[src/rtl/conv_mac_seq.sv]
// Sequential 5x5 convolution MAC: walks the kernel taps one per cycle, multiplies each
// unsigned pixel by a signed weight and accumulates. Optional ReLU via CONV_MAC_RELU_EN.
module conv_mac_seq #(
   parameter int W     = 8,
   parameter int TAPS  = 25,
   parameter int ACC_W = 21
) (
   input  logic             clk,
   input  logic             rst,
   input  logic             start,
   input  logic [W-1:0]     img_in,
   input  logic             w_we,
   input  logic [4:0]       w_addr,
   input  logic [W-1:0]     w_data,
   output logic [4:0]       select,
   output logic             busy,
   output logic [ACC_W-1:0] result,
   output logic             valid
);

   localparam int PW = 2 * W + 1;

   localparam logic [1:0] IDLE  = 2'd0;
   localparam logic [1:0] RUN   = 2'd1;
   localparam logic [1:0] DRAIN = 2'd2;

   localparam logic [4:0] LAST_TAP = 5'(TAPS - 1);
   localparam logic [4:0] NO_TAP   = 5'(TAPS);

   logic [1:0]              state;
   logic [4:0]              k;
   logic                    pv;
   logic signed [PW-1:0]    prod;
   logic signed [PW-1:0]    prod_next;
   logic signed [ACC_W-1:0] acc;
   logic signed [ACC_W-1:0] prod_ext;
   logic signed [ACC_W-1:0] sum;
   logic signed [ACC_W-1:0] res_next;
   logic signed [W-1:0]     w [TAPS];

   always_comb begin
      // Pixel is zero-extended so it stays non-negative in the signed multiply.
      prod_next = $signed({1'b0, img_in}) * w[k];
      prod_ext  = {{(ACC_W - PW){prod[PW-1]}}, prod};
      sum       = acc + prod_ext;
`ifdef CONV_MAC_RELU_EN
      res_next  = sum[ACC_W-1] ? '0 : sum;
`else
      res_next  = sum;
`endif
   end

   assign busy   = (state == RUN) || (state == DRAIN);
   assign select = (state == RUN) ? k : NO_TAP;

   always_ff @(posedge clk) begin
      if (rst) begin
         state  <= IDLE;
         k      <= '0;
         acc    <= '0;
         prod   <= '0;
         pv     <= 1'b0;
         result <= '0;
         valid  <= 1'b0;
         for (int i = 0; i < TAPS; i++) w[i] <= '0;
      end else begin
         valid <= 1'b0;
         if (pv) acc <= acc + prod_ext;
         case (state)
            IDLE: begin
               if (w_we && (w_addr < NO_TAP)) w[w_addr] <= w_data;
               if (start) begin
                  state <= RUN;
                  acc   <= '0;
                  k     <= '0;
                  pv    <= 1'b0;
               end
            end
            RUN: begin
               prod <= prod_next;
               pv   <= 1'b1;
               k    <= k + 5'd1;
               if (k == LAST_TAP) state <= DRAIN;
            end
            DRAIN: begin
               // Last product is still in flight, so fold it in directly.
               result <= res_next;
               valid  <= 1'b1;
               pv     <= 1'b0;
               state  <= IDLE;
            end
            default: state <= IDLE;
         endcase
      end
   end

endmodule

[config.mk]
export PLATFORM = sky130hd
export DESIGN_NAME = conv_mac_seq
export DESIGN_NICKNAME = d
export VERILOG_FILES = /design/src/rtl/conv_mac_seq.sv
export SDC_FILE = /design/constraint.sdc
export NUM_CORES = 1
export LEC_CHECK = 0
export ABC_AREA = 1
export CORE_ASPECT_RATIO = 0.7
export CORE_MARGIN = 5
export CORE_UTILIZATION = 40
export DETAILED_ROUTE_END_ITERATION = 7
export PLACE_DENSITY_LB_ADDON = 0.3
export SYNTH_ARGS = -nofsm -noshare
export SYNTH_HDL_FRONTEND = slang
export SYNTH_SLANG_ARGS = --single-unit
[constraint.sdc]
create_clock -name clk -period 15 [get_ports clk]
set_input_delay 2.25 -clock clk [delete_from_list [all_inputs] [get_ports clk]]
set_output_delay 2.25 -clock clk [all_outputs]
set_load 0.1 [all_outputs]
Word-level counts from Yosys, hierarchy flattened

Memory sizes are Yosys's and may differ from the RTL's. A register that Yosys moved wholly into a read port is not among the register bits.
Index checks and enable logic that the tools add are counted.

Equal/unequal tests: 5
Multipliers: 1
Muxes and demuxes: 23
Reduce and logical (&&, ||, !) cells: 9
Order comparisons: 1
Add/sub/neg operators: 2

Operator list:

| operator                                                                | number |
|---|---|
| 21-bit two-way mux                                                      | 3 |
| 5-bit two-way mux                                                       | 5 |
| 21-bit by 17-bit adder with 21-bit output                               | 1 |
| 9-bit by 8-bit multiplier with 17-bit output                            | 1 |
| 5-bit case mux with 2 select lines                                      | 1 |
| 1-bit two-way mux                                                       | 9 |
| 8-bit two-way mux                                                       | 1 |
| 8-bit OR reduction                                                      | 1 |
| 2-bit AND reduction                                                     | 3 |
| 5-bit by 1-bit adder with 5-bit output, second input constant           | 1 |
| 5-bit equality test, second input constant                              | 1 |
| 5-bit less-than comparator, second input constant                       | 1 |
| 2-bit two-way mux                                                       | 2 |
| 2-bit case mux with 2 select lines                                      | 1 |
| 1-bit case mux with 3 select lines                                      | 1 |
| 3-bit nonzero test                                                      | 1 |
| 2-bit by 1-bit equality test with 1-bit output, second input constant   | 1 |
| 2-bit equality test, second input constant                              | 1 |
| 2-bit zero test                                                         | 1 |
| 2-bit by 1-bit inequality test with 1-bit output, second input constant | 1 |
| 2-bit inequality test, second input constant                            | 1 |
| 2-bit nonzero test                                                      | 1 |
| 1-bit logical AND                                                       | 1 |
| 1-bit logical OR                                                        | 1 |

RAM bits: 200
Word-level logic and storage cells: 49
Memories kept: 1
Output and inout port bits: 28
Register bits after elaboration: 68
Input bits: 25

Memories:

| name | words | bits a word | read ports | clocked after Yosys merged registers in | wr ports | RTL line | text |
|---|---|---|---|---|---|---|---|
| w    | 25    | 8           | 1          | 1                                       | 25       | 39       | `logic signed [W-1:0] w [TAPS];` |

Longest topological paths before layout

Depth after elaboration: 8
Gate-level depth with buffers: 31
Mapped depth without buffers: 29

Worst setup path before layout

No wires, ideal clock.

Kind: in2reg
From: input img_in[5]
To: register prod[10]
Buffers on the path: 0
Setup time: 0.116 ns
Arrival time: 5.714 ns
Required time: 14.884 ns
Cell stages on the path: 18
Slack: 9.169 ns
Cells stage by stage: inv_1 > nor2_1 > fa_1 > inv_1 > fa_1 > inv_1 > fa_1 > inv_1 > fa_1 > inv_1 > ha_1 > a21oi_1 > nand2_1 > a21boi_0 > or2_2 > nand3_1 > o211ai_1 > inv_1

Word-level cells in the longest chain between the ends: 1

RTL lines:

| what                                         | RTL line | text |
|---|---|---|
| start: declaration                           | 11       | `input logic [W-1:0] img_in,` |
| 9-bit by 8-bit multiplier with 17-bit output | 43       | `prod_next = $signed({1'b0, img_in}) * w[k];` |
| end signal: assignment                       | 80       | `prod <= prod_next;` |
| end: declaration                             | 33       | `logic signed [PW-1:0] prod;` |

Every way passes these cells.
A chain may end at the register's enable or synchronous reset.

==> flow_summary.ini <==
[timing]
post-route-period-util = 0.444
timing.slew.headroom = 0.151
clock_skew_ps = 30.2
setup_viol = 0
rsz0062_at_grt = false
setup_tns_ps = 0
hold_ws_ps = 489
tightestPinTransition_ps = 1270
final.setup.worst_slack_ps = 8350
hold_violations = 0
drv_slew = 0
fin_crit_ps = 6650
max_freq_mhz = 150

[worst_setup_path]
startpoint_type = register
cp.arrival_ps = 7070
worst_ep_required_time_ps = 15420
crit_path_cell_trace = buf_4 -> inv_1 -> buf_4 -> nand3_1 -> nand2_1 -> a21oi_1 -> o31ai_1 -> nand3_1 -> nand2_2 -> nor2_1 -> fa_1 -> fa_1 -> fa_1 -> inv_1 -> fa_1 -> inv_1 -> ha_1 -> a21oi_1 -> a21boi_0 -> or2_2 -> nand3_1 -> o211ai_1 -> inv_1
cp_slowest_cell = buf_4
slowest_delay_ps = 740
path_class = register to register
path_max_fanout = 89
crit_path_end_kind = register

[cells_and_area]
instances_no_fill = 2760
area_growth_syn_to_layout_pct = 12.8
drive_above_1_share = 0.0397
num_antenna_cells = 0
fin_nets = 2275
stdcell_area_um2 = 20000
nFillCells = 4280

[synthesis]
syn_area_um2 = 17700
ys_seq_elements = 329
async_flop_share = 0
seq_area_frac_synth = 0.516
synth_top_family_by_area = simple AND/OR/NAND/NOR gates
synth_adder_area_share = 0.0908
synth_simple_gate_area_share = 0.262
synth_edf_count = 256
synth-xor-area-share = 0.00642
synth_top_area_share = 0.433
synth_area_leaders = edfxtp_1 43%, nand2_1 10%, nor2_1 9.0%
synth_flop_cell = edfxtp_1
avgSynthCellArea_um2 = 8.53
synth_cells = 2080
synth.largest_area_cell = edfxtp_1
yosysUniqueCellTypes = 35
synth_compound_area_frac = 0.0577
synthMuxAreaShare = 0
yosysWarnings = 0

[cts]
cts-root-buf = clkbuf_16
clock-sinks = 329
cts_tree = built
post_cts_buffers = 0
cts.clk_slew.worst_paths_ps = 60
numCtsBuffers = 35
postCtsHoldBufs = 0
clockBufferDepth = 3
cts_resized = 0
clk_latency_ps = 550
htree_levels = 2

[floorplan]
die_h_um = 186
die_area_um2 = 48700
coreArea_um2 = 43800
die_w_um = 262
core.rowCount = 64
initial_utilization = 0.405
io_pins = 53

[routing]
drt_iter0_drc = 1607
route.detailed.drc = 0
viasPerCell = 5.15
wire_per_inst_um = 17.7
firstDrtPassIters = 6
ant_nets = 0
drt_wl_total_um = 48800
via_count = 14200

[placement]
gp_congestion = 0.910
port-buffer-count = 52
place_ws_ps = 8340
hpwl_um = 33900
placedCellCount = 2701
post_dp_cell_area_um2 = 18900

[pwr]
power_density_nw_per_um2 = 123
cellLeakagePower_nw = 8.89
ir_drop_uv = 75.9

[global_routing]
grt_usage = 0.200
grt_pass1_vias = 13400
grt_first_pass_wirelength_um = 76400
grt_max_degree = 94
antenna_found_initial = 0
overflow = 0

[min_path]
hold_path.class = register to register
worstHoldStart = acc[0]

[outcome]
status = complete, no violations

[run]
drv_cap = 0
==> registers in the layout, indices dropped and copies added (netlist names), named ones only <==
name / cells
w: 256
acc: 21
result: 21
prod: 17
k: 5
state: 2
pv: 1
valid: 1
==> cell type report <==
class	count	area (um^2)	share of cell area
Clock buffer	46	980	0.0489
Clock inverter	13	134	0.00669
Inverter	211	793	0.0396
Multi-Input combinational cell	1503	7600	0.380
Sequential cell	329	9150	0.457
Tap cell	594	743	0.0371
Timing Repair Buffer	64	611	0.0305
==> routing by layer <==
metal / track usage / wire [um] / share of wire / vias up
met3: 0.0490 / 4840 / 0.099 / 53
met4: 0.0359 / 721 / 0.015 / 0
li1: - / - / - / 6841
met5: 0 / 0 / 0 / -
met1: 0.317 / 23700 / 0.49 / 6773
met2: 0.280 / 19500 / 0.40 / 552
==> per-stage QoR <==
step           power (mW)  utilization
5_1_grt              2.58        0.457
4_1_cts              2.47        0.457
3_5_place_dp         1.62        0.432
2_1_floorplan        1.47            -
3_3_place_gp         1.62        0.432
6_report             2.46        0.457
==> worst max-delay path: cells and delay by family, from the launching register on <==
family,cells,cell delay [ps]
adders and majority gates,5,2300
buffers and inverters,6,1790
and+or+nand+nor,7,1040
AOI/OAI and AO/OA,5,1040
DFF,1,320
==> power breakdown <==
part	total, mW	internal (mW)	switching (mW)
registers	1.06	1.04	0.0249
clock network	0.849	0.482	0.366
logic	0.548	0.162	0.385
total	2.46	1.68	0.777
==> kinds of logic after synthesis <==
family,Yosys count
buffers and inverters,303
AND/OR/NAND/NOR,1141
flip-flops,329
AO/OA/AOI/OAI,187
other,1
XOR/XNOR,13
adder cells (fa/ha/maj),106
==> Yosys cell counts, types with 3 or more instances <==
cell type and count:
a21oi_1 87, nand3_1 192, buf_1 6, edfxtp_1 256
buf_2 35, dfxtp_1 73, nor2_1 425, o21ai_0 64
inv_1 197, inv_2 5, nand2_2 12, nand4_1 11
nor3_1 12, o211ai_1 4, ha_1 68, clkinv_1 9
clkbuf_1 47, o31ai_1 24, or2_2 4, xor2_1 10
nand2_1 478, buf_4 3, nand3b_1 4, xnor2_1 3
fa_1 38
==> placed cells by master (no fill, tap or decap), types with 12 or more instances in the layout <==
master           count
nor2_1             425
clkbuf_16           37
clkdlybuf4s50_1     52
dfxtp_1             71
edfxtp_1           256
nand2_1            478
o31ai_1             24
o21ai_0             64
ha_1                68
fa_1                38
nor3_1              12
inv_1              197
conb_1              56
nand3_1            192
a21oi_1             87
buf_4               12
nand2_2             12
==> worst paths after layout <==
path	to	slack [ps]	cells after the start
worst max-delay path	prod[10]	8350	23
worst max register to register	prod[10]	8350	23
worst min-delay path	acc[0]	490	2
worst min register to register	acc[0]	490	2
No activity file was read; power rests on OpenSTA's default activity.
